File: src/rtl/accum_pkg.sv
`default_nettype none
// +----------------------------------------------------------------------+
// | accum_pkg : shared types and the saturating/wrapping add helper      |
// | Rev 1.0                                                              |
// +----------------------------------------------------------------------+
package accum_pkg;

  typedef enum logic {ACC_WRAP = 1'b0, ACC_SAT = 1'b1} acc_mode_e;

  typedef enum logic {SLOT_EMPTY = 1'b0, SLOT_FULL = 1'b1} slot_state_e;

  // Result is {ovf, new_sum}; sums are carried in 64 bits so one helper
  // serves every SUM_W below 64.
  function automatic logic [64:0] acc_add(input logic [63:0] sum,
                                          input logic [63:0] data,
                                          input int          sum_w,
                                          input acc_mode_e   mode);
    logic [64:0] full;
    logic [63:0] maxv;
    logic        ovf;
    logic [64:0] res;
    maxv = (64'd1 << sum_w) - 64'd1;
    full = {1'b0, sum} + {1'b0, data};
    ovf  = (full > {1'b0, maxv});
    if (!ovf)
      res = {1'b0, full[63:0]};
    else if (mode == ACC_SAT)
      res = {1'b1, maxv};
    else
      res = {1'b1, full[63:0] & maxv};
    return res;
  endfunction

endpackage
`default_nettype wire

File: src/rtl/accum_mc_if.sv
`default_nettype none
// +----------------------------------------------------------------------+
// | accum_mc_if : sample input and result output handshake bundle        |
// | Rev 1.0                                                              |
// +----------------------------------------------------------------------+
interface accum_mc_if #(
  parameter int DATA_W = 8,
  parameter int SUM_W  = 16,
  parameter int CNT_W  = 16,
  parameter int CH_W   = 2
);
  logic              in_valid;
  logic              in_ready;
  logic [CH_W-1:0]   in_ch;
  logic [DATA_W-1:0] data_in;
  logic              in_last;
  logic              out_valid;
  logic              out_ready;
  logic [CH_W-1:0]   out_ch;
  logic [SUM_W-1:0]  sum;
  logic [CNT_W-1:0]  out_count;
  logic              out_ovf;
  logic              bad_ch;

  modport slave (
    input  in_valid, in_ch, data_in, in_last, out_ready,
    output in_ready, out_valid, out_ch, sum, out_count, out_ovf, bad_ch
  );

  modport master (
    output in_valid, in_ch, data_in, in_last, out_ready,
    input  in_ready, out_valid, out_ch, sum, out_count, out_ovf, bad_ch
  );
endinterface
`default_nettype wire

File: src/rtl/accum_lane.sv
`default_nettype none
// +----------------------------------------------------------------------+
// | accum_lane : one channel's running sum, sample count and sticky ovf  |
// | Rev 1.0                                                              |
// +----------------------------------------------------------------------+
module accum_lane
  import accum_pkg::*;
#(
  parameter int        DATA_W = 8,
  parameter int        SUM_W  = 16,
  parameter int        CNT_W  = 16,
  parameter acc_mode_e MODE   = ACC_WRAP
) (
  input  logic              clock,
  input  logic              rst,
  input  logic              add_i,
  input  logic              last_i,
  input  logic [DATA_W-1:0] data_i,
  output logic [SUM_W-1:0]  sum_d_o,
  output logic [CNT_W-1:0]  count_d_o,
  output logic              ovf_d_o
);

  logic [SUM_W-1:0]  sum_q;
  logic [CNT_W-1:0]  count_q;
  logic              ovf_q;
  logic [64:0]       w_add;
  logic [63-SUM_W:0] w_unused_hi;

  always_comb w_add = acc_add(64'(sum_q), 64'(data_i), SUM_W, MODE);

  assign sum_d_o     = w_add[SUM_W-1:0];
  assign w_unused_hi = w_add[63:SUM_W];
  assign ovf_d_o     = ovf_q | w_add[64];
  assign count_d_o   = (count_q == '1) ? count_q : count_q + CNT_W'(1);

  // A last beat hands its updated values to the output slot and restarts the frame.
  always_ff @(posedge clock) begin
    if (rst) begin
      sum_q   <= '0;
      count_q <= '0;
      ovf_q   <= 1'b0;
    end else if (add_i) begin
      if (last_i) begin
        sum_q   <= '0;
        count_q <= '0;
        ovf_q   <= 1'b0;
      end else begin
        sum_q   <= sum_d_o;
        count_q <= count_d_o;
        ovf_q   <= ovf_d_o;
      end
    end
  end

endmodule
`default_nettype wire

File: src/rtl/accum_mc.sv
`default_nettype none
// +----------------------------------------------------------------------+
// | accum_mc : multi-channel streaming accumulator with result slot      |
// | Rev 1.0                                                              |
// +----------------------------------------------------------------------+
module accum_mc
  import accum_pkg::*;
#(
  parameter int DATA_W   = 8,
  parameter int SUM_W    = 16,
  parameter int NUM_CH   = 4,
  parameter int CNT_W    = 16,
  parameter int SAT_MODE = 0,
  parameter int CH_W     = (NUM_CH > 1) ? $clog2(NUM_CH) : 1
) (
  input  logic       clock,
  input  logic       rst,
  accum_mc_if.slave  bus
);

  localparam acc_mode_e MODE = (SAT_MODE != 0) ? ACC_SAT : ACC_WRAP;

  slot_state_e      slot_q, slot_d;
  logic             w_load;
  logic             w_in_ready;
  logic             w_accept;
  logic             w_ch_ok;
  logic             w_take_last;
  logic             w_xfer;

  logic [SUM_W-1:0] w_lane_sum [NUM_CH];
  logic [CNT_W-1:0] w_lane_cnt [NUM_CH];
  logic             w_lane_ovf [NUM_CH];
  logic [SUM_W-1:0] w_sel_sum;
  logic [CNT_W-1:0] w_sel_cnt;
  logic             w_sel_ovf;

  logic [CH_W-1:0]  out_ch_q;
  logic [SUM_W-1:0] out_sum_q;
  logic [CNT_W-1:0] out_cnt_q;
  logic             out_ovf_q;
  logic             bad_q;

  assign w_in_ready  = (slot_q == SLOT_EMPTY) || bus.out_ready;
  assign w_accept    = bus.in_valid && w_in_ready;
  assign w_ch_ok     = int'(bus.in_ch) < NUM_CH;
  assign w_take_last = w_accept && w_ch_ok && bus.in_last;
  assign w_xfer      = (slot_q == SLOT_FULL) && bus.out_ready;

  for (genvar i = 0; i < NUM_CH; i++) begin : g_lane
    accum_lane #(
      .DATA_W (DATA_W),
      .SUM_W  (SUM_W),
      .CNT_W  (CNT_W),
      .MODE   (MODE)
    ) u_lane (
      .clock     (clock),
      .rst       (rst),
      .add_i     (w_accept && w_ch_ok && (bus.in_ch == CH_W'(i))),
      .last_i    (bus.in_last),
      .data_i    (bus.data_in),
      .sum_d_o   (w_lane_sum[i]),
      .count_d_o (w_lane_cnt[i]),
      .ovf_d_o   (w_lane_ovf[i])
    );
  end

  // Compare-based select keeps out-of-range channel codes from indexing past the lanes.
  always_comb begin
    w_sel_sum = '0;
    w_sel_cnt = '0;
    w_sel_ovf = 1'b0;
    for (int i = 0; i < NUM_CH; i++) begin
      if (bus.in_ch == CH_W'(i)) begin
        w_sel_sum = w_lane_sum[i];
        w_sel_cnt = w_lane_cnt[i];
        w_sel_ovf = w_lane_ovf[i];
      end
    end
  end

  always_ff @(posedge clock) begin
    if (rst) slot_q <= SLOT_EMPTY;
    else     slot_q <= slot_d;
  end

  always_comb begin
    slot_d = slot_q;
    w_load = 1'b0;
    case (slot_q)
      SLOT_EMPTY: begin
        if (w_take_last) begin
          slot_d = SLOT_FULL;
          w_load = 1'b1;
        end
      end
      SLOT_FULL: begin
        if (w_xfer) begin
          if (w_take_last) begin
            slot_d = SLOT_FULL;
            w_load = 1'b1;
          end else begin
            slot_d = SLOT_EMPTY;
          end
        end
      end
      default: slot_d = SLOT_EMPTY;
    endcase
  end

  always_ff @(posedge clock) begin
    if (rst) begin
      out_ch_q  <= '0;
      out_sum_q <= '0;
      out_cnt_q <= '0;
      out_ovf_q <= 1'b0;
      bad_q     <= 1'b0;
    end else begin
      bad_q <= w_accept && !w_ch_ok;
      if (w_load) begin
        out_ch_q  <= bus.in_ch;
        out_sum_q <= w_sel_sum;
        out_cnt_q <= w_sel_cnt;
        out_ovf_q <= w_sel_ovf;
      end
    end
  end

  assign bus.in_ready  = w_in_ready;
  assign bus.out_valid = (slot_q == SLOT_FULL);
  assign bus.out_ch    = out_ch_q;
  assign bus.sum       = out_sum_q;
  assign bus.out_count = out_cnt_q;
  assign bus.out_ovf   = out_ovf_q;
  assign bus.bad_ch    = bad_q;

endmodule
`default_nettype wire

File: src/flat_wrapper.sv
// flat-port wrapper written by rule: the top's interface ports become plain ports
module accum_mc_flat import accum_pkg::*;
#(
  parameter int DATA_W   = 8,
  parameter int SUM_W    = 16,
  parameter int NUM_CH   = 4,
  parameter int CNT_W    = 16,
  parameter int SAT_MODE = 0,
  parameter int CH_W     = (NUM_CH > 1) ? $clog2(NUM_CH) : 1
)
  (clock, rst, bus_in_valid, bus_in_ch, bus_data_in, bus_in_last, bus_out_ready, bus_in_ready, bus_out_valid, bus_out_ch, bus_sum, bus_out_count, bus_out_ovf, bus_bad_ch);
  accum_mc_if #(.DATA_W(DATA_W), .SUM_W(SUM_W), .CNT_W(CNT_W), .CH_W(CH_W)) bus_i ();
  input  logic clock;
  input  logic rst;
  input wire logic [$bits(bus_i.in_valid)-1:0] bus_in_valid;
  input wire logic [$bits(bus_i.in_ch)-1:0] bus_in_ch;
  input wire logic [$bits(bus_i.data_in)-1:0] bus_data_in;
  input wire logic [$bits(bus_i.in_last)-1:0] bus_in_last;
  input wire logic [$bits(bus_i.out_ready)-1:0] bus_out_ready;
  output wire logic [$bits(bus_i.in_ready)-1:0] bus_in_ready;
  output wire logic [$bits(bus_i.out_valid)-1:0] bus_out_valid;
  output wire logic [$bits(bus_i.out_ch)-1:0] bus_out_ch;
  output wire logic [$bits(bus_i.sum)-1:0] bus_sum;
  output wire logic [$bits(bus_i.out_count)-1:0] bus_out_count;
  output wire logic [$bits(bus_i.out_ovf)-1:0] bus_out_ovf;
  output wire logic [$bits(bus_i.bad_ch)-1:0] bus_bad_ch;
  assign bus_i.in_valid = bus_in_valid;
  assign bus_i.in_ch = bus_in_ch;
  assign bus_i.data_in = bus_data_in;
  assign bus_i.in_last = bus_in_last;
  assign bus_i.out_ready = bus_out_ready;
  assign bus_in_ready = bus_i.in_ready;
  assign bus_out_valid = bus_i.out_valid;
  assign bus_out_ch = bus_i.out_ch;
  assign bus_sum = bus_i.sum;
  assign bus_out_count = bus_i.out_count;
  assign bus_out_ovf = bus_i.out_ovf;
  assign bus_bad_ch = bus_i.bad_ch;
  accum_mc #(.DATA_W(DATA_W), .SUM_W(SUM_W), .NUM_CH(NUM_CH), .CNT_W(CNT_W), .SAT_MODE(SAT_MODE), .CH_W(CH_W)) u_core (.clock(clock), .rst(rst), .bus(bus_i));
endmodule
File: config.mk
export PLATFORM = sky130hd
export DESIGN_NAME = accum_mc_flat
export DESIGN_NICKNAME = d
export VERILOG_FILES = /design/src/rtl/accum_pkg.sv /design/src/rtl/accum_mc_if.sv /design/src/rtl/accum_lane.sv /design/src/rtl/accum_mc.sv /design/src/flat_wrapper.sv
export SDC_FILE = /design/constraint.sdc
export NUM_CORES = 1
export LEC_CHECK = 0
export CAP_MARGIN = 20
export CORE_MARGIN = 5
export CORE_UTILIZATION = 25
export CTS_BUF_LIST = sky130_fd_sc_hd__clkbuf_4
export DETAILED_ROUTE_END_ITERATION = 8
export PLACE_DENSITY = 0.38
export SYNTH_ARGS = -nofsm -noshare
export SYNTH_HDL_FRONTEND = slang
export SYNTH_SLANG_ARGS = --single-unit
File: constraint.sdc
create_clock -name clock -period 4.31 [get_ports clock]
set_clock_uncertainty 0.05 [all_clocks]
set_input_delay 1.0775 -clock clock [delete_from_list [all_inputs] [get_ports clock]]
set_output_delay 1.0775 -clock clock [all_outputs]
set_load 0.01 [all_outputs]
-- After elaboration in Yosys (flattened, before gate mapping)
Index checks and enable logic that the tools add are counted.
- register bits: 168
- bits of input ports: 15
- add/sub/neg operators: 8
- order comparisons: 4
- eq/ne operators: 7
- mux-type cells: 37
- bitwise operators: 5
- reduce and logical (&&, ||, !) cells: 9
- operator list (operator ; count):
    2-to-1 mux 16 bit ; 20
    > comparator 65 x 16 -> 1 bit, second input constant ; 4
    2-to-1 mux 65 bit ; 4
    adder 16 x 8 -> 17 bit ; 4
    adder 16 x 1 -> 16 bit, second input constant ; 4
    == test 16 bit, second input constant ; 4
    2-to-1 mux 1 bit ; 11
    logical AND 1 bit ; 7
    == test 2 bit, second input constant ; 2
    bitwise OR 1 bit ; 4
    case mux 1 bit (2 select lines) ; 2
    == test 2 x 1 -> 1 bit, second input constant ; 1
    zero test 2 bit ; 1
    logical OR 1 bit ; 1
    NOT 1 bit ; 1

-- Depth between registers and ports, before layout
- word-level depth: 8
- gate-level depth with buffers: 11
- gate-level depth less buffers: 10

-- By module
Synthesis repeated with hierarchy kept, for this count alone.
- cells, all modules: 1266
- area total of the unflattened synthesis: 11280.8 um^2
- modules (own cells, without submodules) (module ; times used ; cells each ; area an instance (um^2) ; sequential area each (um^2)):
    accum_lane (u_core.g_lane[0].u_lane ...) ; 2 ; 278 ; 2303.5 ; 660.6
    accum_lane (u_core.g_lane[2].u_lane) ; 1 ; 295 ; 2362.3 ; 660.6
    accum_lane (u_core.g_lane[1].u_lane) ; 1 ; 278 ; 2308.5 ; 660.6
    accum_mc ; 1 ; 137 ; 2003.2 ; 720.7

-- Least setup slack after synthesis
Ideal clock, no wire load.
- path kind: input to register
- from: input port bus_data_in[0]
- to: register u_core.out_sum_q[14], in the netlist u_core.bus.sum[14]
- setup time: 0.060 ns
- arrival: 3.210 ns
- slack: 0.989 ns
- stages: 10
- buffers on the path: 1
- cell sequence: ha_1 fa_1 a21o_1 a221oi_2 o21ai_2 and3_1 buf_2 xnor2_1 a222oi_1 a32o_1
- word-level cells in the longest chain between the ends: 6
- elaborated cells between the ends (all ways): 12
- classes of those cells: 4 x add/sub; 8 x mux
- RTL lines (item ; RTL line ; source):
    start: declaration ; flat_wrapper.sv:17 ; input wire logic [$bits(bus_i.data_in)-1:0] bus_data_in;
    adder 16 x 8 -> 17 bit ; accum_pkg.sv:23 ; full = {1'b0, sum} + {1'b0, data};
    2-to-1 mux 65 bit ; accum_pkg.sv:25 ; if (!ovf)
    2-to-1 mux 16 bit (3 in series) ; accum_mc.sv:74 ; if (bus.in_ch == CH_W'(i)) begin
    2-to-1 mux 16 bit (*) ; accum_mc.sv:74 ;
    end signal: assignment ; accum_mc.sv:122 ; out_sum_q <= w_sel_sum;
    end: declaration ; accum_mc.sv:39 ; logic [SUM_W-1:0] out_sum_q;
Mark *: on every way between the ends. The rest lies on a longest branch, timed or not.
A chain may end at the register's enable or synchronous reset.

-- Worst setup path after layout
Same ends and word-level chain as after synthesis.

==> summary.json <==
{
  "depth_of_the_cts_h_tree": {"value": 4},
  "largest_net_degree_at_the_start_of_global_routing": {"value": 86},
  "crit_arrival": {"value": 3.97, "unit": "ns"},
  "drt_iter0_markers": {"value": 734},
  "total_leakage_power": {"value": 0.00433, "unit": "uW"},
  "wl_per_cell": {"value": 21.2, "unit": "microns"},
  "cts_buffers": {"value": 17},
  "cts_num_sinks": {"value": 168},
  "synth_edf_count": {"value": 0},
  "synthesis.area_per_instance": {"value": 7.73, "unit": "sq um"},
  "tritoncts_clock_tree": {"value": "built"},
  "ctsLongestPathBuffers": {"value": 2},
  "startpoint_class": {"value": "input pin"},
  "cts_hold_buffers": {"value": 0},
  "final-max-slew-violation-count": {"value": 0},
  "fp.dieW": {"value": 217, "unit": "microns"},
  "clkSlewWorstSetupHoldPaths": {"value": 0.14, "unit": "ns"},
  "worstSkewPairLatency": {"value": 0.63, "unit": "ns"},
  "max_slew.worst_pin.slew": {"value": 1.02, "unit": "ns"},
  "peak_supply_drop": {"value": 151, "unit": "uV"},
  "ant_nets": {"value": 0},
  "antenna_found_initial": {"value": 2},
  "total_of_endpoints_with_negative_setup_slack_in_the_final_report": {"value": 0},
  "totalWireLength": {"value": 41800, "unit": "microns"},
  "cpMaxStageDelayCell": {"value": "sky130_fd_sc_hd__clkdlybuf4s50_1"},
  "coreArea": {"value": 42100, "unit": "sq um"},
  "crit_path_end_kind": {"value": "flip-flop"},
  "netlist-cell-type-count": {"value": 87},
  "nNetsFinal": {"value": 1471},
  "maxCapViolCount": {"value": 0},
  "grt_use_total": {"value": 17.4, "unit": "%"},
  "netlist_top_cells_area": {"value": "sky130_fd_sc_hd__dfxtp_1, sky130_fd_sc_hd__nor2_1, sky130_fd_sc_hd__a21oi_1"},
  "core.rowCount": {"value": 75},
  "areaGrowthSynthToFinish": {"value": 13.1, "unit": "%"},
  "period_minus_slack": {"value": 3.48, "unit": "ns"},
  "max_freq": {"value": 287, "unit": "MHz"},
  "max_slew_margin": {"value": 32.2, "unit": "%"},
  "synthesis.nets": {"value": 1440},
  "design.die.area": {"value": 47100, "unit": "sq um"},
  "die_height": {"value": 217, "unit": "microns"},
  "setup_total_negative_slack": {"value": 0, "unit": "ns"},
  "portBuffers": {"value": 51},
  "number_of_gates_resized_after_cts": {"value": 0},
  "postSynthRegisterBits": {"value": 168},
  "synth.cell_area": {"value": 10700, "unit": "sq um"},
  "final_layout_size_suffix_gt1_share": {"value": 8.19, "unit": "%"},
  "layout.filler_cells": {"value": 4554},
  "largest_fanout_of_any_net_on_the_critical_path": {"value": 6},
  "ys_seq_area_share": {"value": 31.4, "unit": "%"},
  "start_util": {"value": 25.4, "unit": "%"},
  "min-delay-path-class": {"value": "flip-flop to flip-flop"},
  "cts-root-buf": {"value": "sky130_fd_sc_hd__clkbuf_4"},
  "grt_pass1_vias": {"value": 10075},
  "number_of_detailed_routing_iterations_run_before_antenna_repair": {"value": 5},
  "globalRoute.totalOverflow": {"value": 0},
  "yosysWarningCount": {"value": 0},
  "routed-via-count": {"value": 10527},
  "routabilityCongestion": {"value": 0.812},
  "synth_top_area_share": {"value": 31.4, "unit": "%"},
  "detailed_placement_hpwl": {"value": 30400, "unit": "microns"},
  "cellPowerDensity": {"value": 253, "unit": "nW/um^2"},
  "cts_setup_buffers": {"value": 0},
  "asyncSetResetFlopFracSynth": {"value": 0, "unit": "%"},
  "post_route_clock_period_utilization": {"value": 80.8, "unit": "%"},
  "grt_pass1_wl": {"value": 63100, "unit": "microns"},
  "critPathRequiredTime": {"value": 4.79, "unit": "ns"},
  "rsz0062_at_grt": {"value": "false"},
  "drt-vias-per-instance": {"value": 5.35},
  "run_status": {"value": "finished clean"},
  "synthDominantAreaCellType": {"value": "sky130_fd_sc_hd__dfxtp_1"},
  "critical_path.max_stage_delay": {"value": 0.55, "unit": "ns"},
  "post_synthesis_instance_total": {"value": 1385},
  "worst-setup-path-type": {"value": "input pin to flip-flop"},
  "timing_hold_violations_final": {"value": 0},
  "layout.core_utilization": {"value": 28.7, "unit": "%"},
  "critical_path.cell_chain": {"value": "clkdlybuf4s50_1 -> ha_1 -> fa_1 -> a211oi_1 -> buf_4 -> o21ai_0 -> and2_1 -> nand3_1 -> xor2_1 -> a222oi_1 -> a32o_1"},
  "ioPinCount": {"value": 53},
  "drc": {"value": 0},
  "yosys_most_used_dff": {"value": "sky130_fd_sc_hd__dfxtp_1"}
}
-- where the power goes --
part,switching [uW],internal (uW)
clock,621,401
combinational,287,155
sequential,21.5,1580
-- cell usage in the layout, fill, tap and decap left out, drive strengths merged, types with 36 or more instances in the layout --
master	Yosys	routed
a21oi	140	140
a22oi	43	43
and3	38	38
buf	14	51
clkdlybuf4s50	0	48
dfxtp	168	168
ha	36	36
nand2	102	102
nand3	54	54
nor2	200	200
nor3	51	51
o21ai	98	98
xnor2	46	46
-- layer usage --
metal	vias to the layer above	share of wire, %	GRT usage [%]
met2	221	48	29.1
li1	5165	-	-
met4	2	1.4	3.67
met5	-	0.048	0
met3	25	3.4	3.13
met1	5114	48	23.6
-- final timing paths --
path                                      start                       to  slack (ns)  depth (start not counted)
max                              bus_data_in[0]       u_core.bus.sum[14]        0.83                         11
min                        u_core.bus.out_ch[1]     u_core.bus.out_ch[1]        0.42                          2
max reg2reg  u_core.g_lane[0].u_lane.count_q[0]  u_core.bus.out_count[4]        1.42                          8
min reg2reg                u_core.bus.out_ch[1]     u_core.bus.out_ch[1]        0.42                          2
-- kinds of logic (layout without fill, tap and decap cells) --
kind of cell             after synthesis  count (layout)  share of synthesized area (%)
buffers and inverters                104             148                           4.53
adder cells (fa/ha/maj)               40              40                           4.96
flip-flops                           168             168                           31.4
AND/OR/NAND/NOR                      534             534                           24.0
AO/OA/AOI/OAI                        442             442                           26.5
multiplexers                          15              15                           1.93
XOR/XNOR                              81              81                           6.63
other                                  1               2                         0.0350
-- Yosys cell counts, drive strengths merged (4+ instances only) --
master / count
nand3b: 6
ha: 36
a31oi: 19
a2bb2oi: 4
nand3: 54
clkbuf: 73
mux4: 4
inv: 17
o22ai: 4
a22o: 7
and2: 6
nand4: 18
o21ai: 98
nor2: 200
o21bai: 4
nand2b: 10
a311oi: 4
xor2: 35
and3: 38
a41oi: 6
mux2i: 6
or3: 16
a221oi: 10
a211oi: 17
or2: 5
a21boi: 5
nor4: 11
a21o: 16
a32oi: 8
dfxtp: 168
nor3: 51
and4: 6
mux2: 5
a21oi: 140
xnor2: 46
a221o: 4
buf: 14
a22oi: 43
nand2: 102
o211ai: 19
fa: 4
-- sequential cells by signal, summed over array words and instances, names as in the netlist --
name,cells
u_core.bus.out_count,16
u_core.bus.out_ovf,1
u_core.g_lane.u_lane.count_q,64
u_core.g_lane.u_lane.ovf_q,4
u_core.bus.out_valid,1
u_core.bus.sum,16
u_core.g_lane.u_lane.sum_q,64
u_core.bus.out_ch,2
-- final cells by class --
type	instances	area, sq um	share of cell area (%)
repair buffers	99	866	7.15
diodes	1	2.50	0.0207
clock buffers	19	143	1.18
inverters	17	63.8	0.527
flip-flops and latches	168	3360	27.8
clock inverters	13	135	1.12
multi-input cells	1113	6860	56.7
well taps	539	674	5.57
-- per-stage QoR --
stage / std cells / worst slack [ns] / hold slack (ns) / instance area [sq um] / power, uW
finish: 1969 / 0.828 / 0.416 / 12100 / 3060
global route: 1969 / 0.794 / 0.446 / 12100 / 3210
CTS: 1968 / 0.893 / 0.416 / 12100 / 3130
global placement: 1935 / 0.141 / 0.397 / 11800 / 2080
floorplan: 1385 / 0.989 / 0.386 / 10700 / 1880
detailed placement: 1936 / 0.157 / 0.400 / 11800 / 2080
-- critical path, delay by kind of cell --
| family | cells | cell delay, ns |
|---|---|---|
| buffers and inverters | 2 | 0.70 |
| AND/OR/NAND/NOR | 2 | 0.42 |
| XOR/XNOR | 1 | 0.23 |
| AO/OA/AOI/OAI | 4 | 0.78 |
| adder cells (fa/ha/maj) | 2 | 0.75 |
No activity file was read; power rests on OpenSTA's default activity.
